### src/rtl/top_sweep_ctrl_pkg.sv
// Shared definitions for the Top sweep sequencer: state encoding, sweep length,
// and the per-vector compare helper.
package top_sweep_ctrl_pkg;

    typedef enum logic [1:0] {
        ST_IDLE  = 2'd0,
        ST_APPLY = 2'd1,
        ST_DONE  = 2'd2
    } state_t;

    localparam int SWEEP_LEN = 8;
    localparam logic [2:0] LAST_IDX = 3'(SWEEP_LEN - 1);

    function automatic logic vec_mismatch(
        input logic       f1,
        input logic       f2,
        input logic [7:0] exp_f1,
        input logic [7:0] exp_f2,
        input logic [2:0] idx
    );
        return (f1 != exp_f1[idx]) | (f2 != exp_f2[idx]);
    endfunction

endpackage

### src/rtl/top_sweep_ctrl_if.sv
// Control/status and Top-facing signals of the sweep sequencer.
// master = sequencer side, slave = the wrapper driving start/abort and returning F1/F2.
interface top_sweep_ctrl_if;
    logic       start;
    logic       abort;
    logic       A;
    logic       C;
    logic       D;
    logic       F1;
    logic       F2;
    logic       busy;
    logic       done;
    logic       pass;
    logic [3:0] err_count;
    logic [2:0] first_err_idx;

    modport master (
        input  start, abort, F1, F2,
        output A, C, D, busy, done, pass, err_count, first_err_idx
    );

    modport slave (
        output start, abort, F1, F2,
        input  A, C, D, busy, done, pass, err_count, first_err_idx
    );
endinterface

### src/rtl/top_sweep_ctrl_dwell_timer.sv
// Dwell counter: counts 0..DWELL-1 while enabled and flags the final cycle.
module sweep_dwell_timer #(
    parameter int unsigned DWELL = 100
) (
    input  logic clk,
    input  logic rst,
    input  logic clr,
    input  logic en,
    output logic last
);
    localparam logic [15:0] LAST_CNT = 16'(DWELL - 1);

    logic [15:0] r_cnt;

    always_ff @(posedge clk or posedge rst) begin
        if (rst) begin
            r_cnt <= '0;
        end else if (clr) begin
            r_cnt <= '0;
        end else if (en) begin
            r_cnt <= last ? 16'd0 : r_cnt + 16'd1;
        end
    end

    assign last = (r_cnt == LAST_CNT);
endmodule

### src/rtl/top_sweep_ctrl.sv
// Sweeps Top through all 8 {D,C,A} vectors, holding each for DWELL cycles and
// checking F1/F2 against the expected truth tables on the last dwell cycle.
module top_sweep_ctrl
    import top_sweep_ctrl_pkg::*;
#(
    parameter int unsigned DWELL  = 100,
    parameter logic [7:0]  EXP_F1 = 8'h00,
    parameter logic [7:0]  EXP_F2 = 8'h00
) (
    input  logic          clk,
    input  logic          rst,
    top_sweep_ctrl_if.master bus
);
    state_t     r_state, w_state_next;
    logic [2:0] r_idx, w_idx_next;
    logic [3:0] r_err_count, w_err_count_next;
    logic [2:0] r_first_err_idx, w_first_err_idx_next;
    logic       r_busy, w_busy_next;
    logic       r_done, w_done_next;
    logic       w_tmr_clr, w_tmr_en, w_last, w_mismatch;

    assign w_mismatch = vec_mismatch(bus.F1, bus.F2, EXP_F1, EXP_F2, r_idx);

    sweep_dwell_timer #(.DWELL(DWELL)) u_timer (
        .clk  (clk),
        .rst  (rst),
        .clr  (w_tmr_clr),
        .en   (w_tmr_en),
        .last (w_last)
    );

    always_comb begin
        w_state_next         = r_state;
        w_idx_next           = r_idx;
        w_err_count_next     = r_err_count;
        w_first_err_idx_next = r_first_err_idx;
        w_busy_next          = r_busy;
        w_done_next          = r_done;
        w_tmr_clr            = 1'b0;
        w_tmr_en             = 1'b0;
        case (r_state)
            ST_IDLE, ST_DONE: begin
                if (bus.start) begin
                    w_state_next         = ST_APPLY;
                    w_idx_next           = 3'd0;
                    w_err_count_next     = 4'd0;
                    w_first_err_idx_next = 3'd0;
                    w_busy_next          = 1'b1;
                    w_done_next          = 1'b0;
                    w_tmr_clr            = 1'b1;
                end
            end
            ST_APPLY: begin
                // abort discards any compare landing in the same cycle
                if (bus.abort) begin
                    w_state_next = ST_IDLE;
                    w_idx_next   = 3'd0;
                    w_busy_next  = 1'b0;
                    w_done_next  = 1'b0;
                    w_tmr_clr    = 1'b1;
                end else begin
                    w_tmr_en = 1'b1;
                    if (w_last) begin
                        if (w_mismatch) begin
                            w_err_count_next = r_err_count + 4'd1;
                            if (r_err_count == 4'd0) begin
                                w_first_err_idx_next = r_idx;
                            end
                        end
                        if (r_idx == LAST_IDX) begin
                            w_state_next = ST_DONE;
                            w_busy_next  = 1'b0;
                            w_done_next  = 1'b1;
                        end else begin
                            w_idx_next = r_idx + 3'd1;
                        end
                    end
                end
            end
            default: begin
                w_state_next = ST_IDLE;
                w_idx_next   = 3'd0;
                w_busy_next  = 1'b0;
                w_done_next  = 1'b0;
                w_tmr_clr    = 1'b1;
            end
        endcase
    end

    always_ff @(posedge clk or posedge rst) begin
        if (rst) begin
            r_state         <= ST_IDLE;
            r_idx           <= 3'd0;
            r_err_count     <= 4'd0;
            r_first_err_idx <= 3'd0;
            r_busy          <= 1'b0;
            r_done          <= 1'b0;
        end else begin
            r_state         <= w_state_next;
            r_idx           <= w_idx_next;
            r_err_count     <= w_err_count_next;
            r_first_err_idx <= w_first_err_idx_next;
            r_busy          <= w_busy_next;
            r_done          <= w_done_next;
        end
    end

    assign bus.A             = r_idx[0];
    assign bus.C             = r_idx[1];
    assign bus.D             = r_idx[2];
    assign bus.busy          = r_busy;
    assign bus.done          = r_done;
    assign bus.pass          = r_done & (r_err_count == 4'd0);
    assign bus.err_count     = r_err_count;
    assign bus.first_err_idx = r_first_err_idx;
endmodule
### src/flat_wrapper.sv
// flat-port wrapper written by rule: the top's interface ports become plain ports
module top_sweep_ctrl_flat import top_sweep_ctrl_pkg::*;
#(
    parameter int unsigned DWELL  = 100,
    parameter logic [7:0]  EXP_F1 = 8'h00,
    parameter logic [7:0]  EXP_F2 = 8'h00
)
  (clk, rst, bus_start, bus_abort, bus_F1, bus_F2, bus_A, bus_C, bus_D, bus_busy, bus_done, bus_pass, bus_err_count, bus_first_err_idx);
  top_sweep_ctrl_if bus_i ();
  input  logic clk;
  input  logic rst;
  input wire logic [$bits(bus_i.start)-1:0] bus_start;
  input wire logic [$bits(bus_i.abort)-1:0] bus_abort;
  input wire logic [$bits(bus_i.F1)-1:0] bus_F1;
  input wire logic [$bits(bus_i.F2)-1:0] bus_F2;
  output wire logic [$bits(bus_i.A)-1:0] bus_A;
  output wire logic [$bits(bus_i.C)-1:0] bus_C;
  output wire logic [$bits(bus_i.D)-1:0] bus_D;
  output wire logic [$bits(bus_i.busy)-1:0] bus_busy;
  output wire logic [$bits(bus_i.done)-1:0] bus_done;
  output wire logic [$bits(bus_i.pass)-1:0] bus_pass;
  output wire logic [$bits(bus_i.err_count)-1:0] bus_err_count;
  output wire logic [$bits(bus_i.first_err_idx)-1:0] bus_first_err_idx;
  assign bus_i.start = bus_start;
  assign bus_i.abort = bus_abort;
  assign bus_i.F1 = bus_F1;
  assign bus_i.F2 = bus_F2;
  assign bus_A = bus_i.A;
  assign bus_C = bus_i.C;
  assign bus_D = bus_i.D;
  assign bus_busy = bus_i.busy;
  assign bus_done = bus_i.done;
  assign bus_pass = bus_i.pass;
  assign bus_err_count = bus_i.err_count;
  assign bus_first_err_idx = bus_i.first_err_idx;
  top_sweep_ctrl #(.DWELL(DWELL), .EXP_F1(EXP_F1), .EXP_F2(EXP_F2)) u_core (.clk(clk), .rst(rst), .bus(bus_i));
endmodule
### config.mk
export PLATFORM = sky130hd
export DESIGN_NAME = top_sweep_ctrl_flat
export DESIGN_NICKNAME = d
export VERILOG_FILES = /design/src/rtl/top_sweep_ctrl_pkg.sv /design/src/rtl/top_sweep_ctrl_if.sv /design/src/rtl/top_sweep_ctrl_dwell_timer.sv /design/src/rtl/top_sweep_ctrl.sv /design/src/flat_wrapper.sv
export SDC_FILE = /design/constraint.sdc
export NUM_CORES = 1
export LEC_CHECK = 0
export ABC_AREA = 0
export BUFFER_PORTS_ARGS = -buffer_cell sky130_fd_sc_hd__buf_2
export CAP_MARGIN = 10
export CORE_ASPECT_RATIO = 1.4
export CORE_MARGIN = 5
export CORE_UTILIZATION = 25
export CTS_CLUSTER_SIZE = 14
export DETAILED_ROUTE_END_ITERATION = 16
export PLACE_DENSITY_LB_ADDON = 0.08
export SLEW_MARGIN = 20
export SYNTH_ARGS = -nofsm -noshare
export SYNTH_HDL_FRONTEND = slang
export SYNTH_SLANG_ARGS = --single-unit
### constraint.sdc
create_clock -name clk -period 3.9 [get_ports clk]
set_input_delay 0.78 -clock clk [delete_from_list [all_inputs] [get_ports clk]]
set_output_delay 0.78 -clock clk [all_outputs]
set_load 0.005 [all_outputs]
# Yosys cells after proc, flatten, opt, wreduce, memory -nomap -nowiden
# Memory sizes are Yosys's and may differ from the RTL's.
# Cells that the tools add are included.
# totals
register_bits	30
rom_bits	8
out_inout_bits	13
mem_count	1
# op_classes
addsub	3
order_cmp	1
n_eq_ne	14
mux	39
bitwise	2
n_reduce_logical	9
# memory_table
memory	depth	word_bits	rd	rd_clocked_by_memory_dff	write_ports	line_no	text
(no name shown)	8	1	1	0	0	top_sweep_ctrl_pkg.sv:21	return (f1 != exp_f1[idx]) | (f2 != exp_f2[idx]);
# ops
cell	n
two-way mux 16 bit	3
two-way mux 3 bit	8
adder 16 x 1 -> 16 bit, second input constant	1
== test 16 x 7 -> 1 bit, second input constant	1
two-way mux 4 bit	4
two-way mux 1 bit	13
one-hot mux 3 bit (2 select lines)	2
two-way mux 2 bit	4
one-hot mux 4 bit (2 select lines)	1
inequality test 2 bit, second input constant	3
inequality test 3 bit, second input constant	2
one-hot mux 1 bit (2 select lines)	3
AND reduction 3 bit	2
AND reduction 6 bit	1
AND reduction 5 bit	1
adder 4 x 1 -> 4 bit, second input constant	1
zero test 4 bit	1
< comparator 3 x 4 -> 1 bit, second input constant	1
inequality test 2 x 1 -> 1 bit, second input constant	2
one-hot mux 2 bit (2 select lines)	1
nonzero test 2 bit	2
adder 3 x 1 -> 3 bit, second input constant	1
== test 3 bit, second input constant	1
inequality test 3 x 2 -> 1 bit, second input constant	1
7 further kinds	8

# Depth between registers and ports, before layout
# logic_depth
word_depth	8
mapped_depth	7

# Cells and area by module
# A second synthesis with hierarchy kept.
# hier_totals
cells_unflattened	170
hier_area_um2	1636.6
# modules_own_cells
module	instances	cells_per_inst	area_each_um2
sweep_dwell_timer	1	102	944.7
top_sweep_ctrl	1	68	691.9

# Worst setup path before layout
# OpenSTA, ideal clock, no wires.
# synth_timing
path_kind	input port to flip-flop
from	in bus_abort
to	reg u_core.r_first_err_idx[1], in the netlist u_core.bus.first_err_idx[1]
setup_time_ps	126
arrival_ps	1801
t_required_ps	3774
setup_slack_ps	1973
stages	5
n_path_buf	1
cell_sequence	nor3b_1 clkbuf_1 o211a_1 a21oi_1 a221o_1
# synth_between
elab_chain_len	2
# synth_rtl
element	line_no	text
start, declared	flat_wrapper.sv:13	input wire logic [$bits(bus_i.abort)-1:0] bus_abort;
inequality test 2 bit (no source line)	n/a	
AND reduction 6 bit (no source line)	n/a	
end signal, assigned	top_sweep_ctrl.sv:102	r_first_err_idx <= w_first_err_idx_next;
end, declared	top_sweep_ctrl.sv:17	logic [2:0] r_first_err_idx, w_first_err_idx_next;
# No other way between the ends.
# A chain may end at the register's enable or synchronous reset.

# Worst setup path after layout
# layout_timing
from	reg u_core.r_err_count[0], in the netlist u_core.bus.err_count[0]
to	out bus_pass
# layout_between
elab_chain_len	2
# layout_rtl
element	line_no	text
start, declared	top_sweep_ctrl.sv:16	logic [3:0] r_err_count, w_err_count_next;
start signal, assigned	top_sweep_ctrl.sv:101	r_err_count <= w_err_count_next;
zero test 4 bit	top_sweep_ctrl.sv:113	assign bus.pass = r_done & (r_err_count == 4'd0);
bitwise AND 1 bit	top_sweep_ctrl.sv:113	
end, declared	flat_wrapper.sv:21	output wire logic [$bits(bus_i.pass)-1:0] bus_pass;
# No other way between the ends.

==> flow_summary.yaml <==
run_status:
  status: "finished clean"
floorplan:
  core_um2: 6892
  die-width_um: 80.82
  dieHeight_um: 109.2
  initial_utilization_pct: 25.47
  io_pins: 19
  fp-row-count: 36
  die_area_um2: 8822
synthesis:
  yosysWarnings: 0
  synthCells: 185
  synthAdderAreaFrac_pct: 3.564
  synth-edff-count: 0
  post_synth_instance_area_um2: 1755
  synth_top_family_by_area: "simple AND/OR/NAND/NOR gates"
  synth.most_common_cell: "dfrtp_1"
  yosysUniqueCellTypes: 49
  ys_async_sr_fraction_pct: 100.0
  yosys.area.top_type: "dfrtp_1"
  synth_top_area_share_pct: 42.77
  synth-seq-area-share_pct: 42.77
  synth-xor-area-share_pct: 0
  yosys-top-cells-count: "dfrtp_1, nand2_1, nand3_1, inv_1"
  synth-main-ff-cell: "dfrtp_1"
  avgSynthCellArea_um2: 9.489
  ys_ff_latch: 30
  syn-num-nets: 196
  yosys.area_share.simple_pct: 26.44
  synthMuxAreaShare_pct: 1.283
  synth_compound_area_share_pct: 21.31
  netlist_top_cells_area: "dfrtp_1, ha_1, a22o_1"
finish:
  antenna_cells: 0
  final_cell_area_um2: 2032
  seq_area_um2: 750.7
  drive_above_1_share_pct: 20.59
  multi_input_area_um2: 928.4
  nFillCells: 733
  instances_no_fill: 299
  final_nets: 214
  syn_to_final_growth_pct: 15.75
global_routing:
  track_usage_pct: 11.86
  antenna_found_initial: 0
  grt_overflow_total: 0
  grt_pass1_vias: 1607
  grt_max_degree: 31
  grt_first_pass_wirelength_mm: 8.010
timing:
  worst_pin_slew_ns: 0.7721
  setup-violations-final: 0
  fmax_mhz: 433.7
  hold_violations: 0
  finalSetupTns_ns: 0
  relSlewSlack_pct: 48.34
  fin_skew_ns: 0.002752
  period_needed_ns: 2.306
  rsz0062_at_grt: "no"
  whs_ns: 0.5159
  drv_slew: 0
  fin_crit_sh_pct: 59.12
cts:
  cts_buffers: 5
  cts_max_level: 2
  clkLatencyLatePin_ns: 0.27
  clock-sinks: 30
  cts-root-buf: "clkbuf_8"
  post_cts_buffers: 0
  cts_hold_buf: 0
  path_clk_slew_ns: 0.06
  cts_tree: "yes"
  cts_max_path_buffers: 2
  cts_resized: 0
critical_path:
  max_stage_delay_ns: 0.44
  crit_buf_inv: 2
  crit_family: "simple AND/OR/NAND/NOR gates"
  critical_path.slowest_cell: "dfrtp_1"
  critPathCaptureType: "primary output"
  crit_required_ns: 3.12
  critPathKind: "flip-flop to primary output"
  crit_chain: "inv_1 -> ha_1 -> nor3b_1 -> and2_1 -> buf_2"
  crit_path_start_kind: "flip-flop"
  worstPathArrival_ns: 1.53
  critPathMaxFanout: 6
drt:
  drtAntennaViolNets: 0
  via_count: 1593
  first_pass_iters: 4
  route.detailed.vias_per_inst: 5.328
  wl_per_cell_um: 15.94
  drtIter0Drc: 54
  drc: 0
  route.final.wire_length_mm: 4.767
power_and_ir_drop:
  powerDensity_nw_per_um2: 349.2
  ir_worst_vdd_mv: 0.1407
  leakage_nw: 0.8949
placement:
  dp_cells: 291
  place_congestion: 0.8322
  dpl_cell_area_um2: 1941
  dpl.hpwl_mm: 3.422
  portBuffers: 18
min_path:
  hold_class: "flip-flop to flip-flop"
run:
  cap_violations: 0
-- metrics by stage --
stage	worst slack (ns)	total power [mW]	utilization [%]
finish	1.594	0.7095	29.48
CTS	1.531	0.7241	29.48
detailed placement	1.476	0.4586	28.16
global placement	1.484	0.4570	28.16
floorplan	1.973	0.4226	-
global route	1.442	0.7532	29.48
-- cell families (layout without fill, tap and decap cells) --
family | count (synthesis) | in the layout
adders and majority gates | 5 | 5
DFF | 30 | 30
AOI/OAI and AO/OA | 50 | 50
buffers and inverters | 19 | 38
and+or+nand+nor | 79 | 79
muxes | 2 | 2
-- worst reg2reg max path, stage by stage (launching register included) --
cell	delay, ns
dfrtp_1	0.40
ha_1	0.28
and4b_1	0.26
and4_1	0.66
o21ai_0	0.26
mux2_2	0.31
-- worst paths after layout --
kind | from | endpoint | slack (ns) | cells past startpoint
setup / recovery | u_core.bus.err_count[0] | bus_pass | 1.59 | 5
setup reg to reg | u_core.u_timer.r_cnt[0] | u_core.r_idx[0] | 1.62 | 5
min in group asynchronous | rst | u_core.u_timer.r_cnt[5] | 0.58 | 3
hold / removal | u_core.u_timer.r_cnt[15] | u_core.u_timer.r_cnt[15] | 0.52 | 1
hold reg to reg | u_core.u_timer.r_cnt[15] | u_core.u_timer.r_cnt[15] | 0.52 | 1
max in group asynchronous | rst | u_core.u_timer.r_cnt[9] | 3.02 | 3
-- power by group --
group	switching, mW	internal [mW]
sequential	0.0217	0.326
clock	0.116	0.142
combinational	0.0640	0.0392
total	0.202	0.507
-- routing by layer --
metal / vias to the layer above / GRT usage, % / wire length [um]
met2: 55 / 19.92 / 2501
met3: 15 / 2.645 / 180
met5: - / 0 / 0
met4: 0 / 5.797 / 106
li1: 743 / - / -
met1: 780 / 14.09 / 1977
-- state kept, by name, indices dropped and copies added (netlist names) --
register	count
u_core.bus.busy	1
u_core.r_idx	3
u_core.bus.done	1
u_core.bus.first_err_idx	3
u_core.r_state	2
u_core.bus.err_count	4
u_core.u_timer.r_cnt	16
-- placed cells by master, fill, tap and decap left out, types with 4 or more instances in the layout --
master / instances
o21ai_0: 5
a31oi_1: 6
dfrtp_1: 30
clkbuf_8: 6
o211ai_1: 4
ha_1: 5
nand2_1: 16
a21oi_1: 6
nand3_1: 11
buf_2: 18
nor4_1: 7
nor2_1: 7
nor3_1: 6
nand2b_1: 4
inv_1: 10
nand4_1: 4
a22o_1: 7
or2_2: 4
-- final cells by class --
cell class / instances / area share (%)
multi-input cells: 136 / 45.69
flip-flops and latches: 30 / 36.95
well taps: 95 / 5.850
repair buffers: 20 / 5.172
clock buffers: 7 / 4.249
inverters: 10 / 1.847
clock inverters: 1 / 0.2463
No activity file was read; power rests on OpenSTA's default activity.
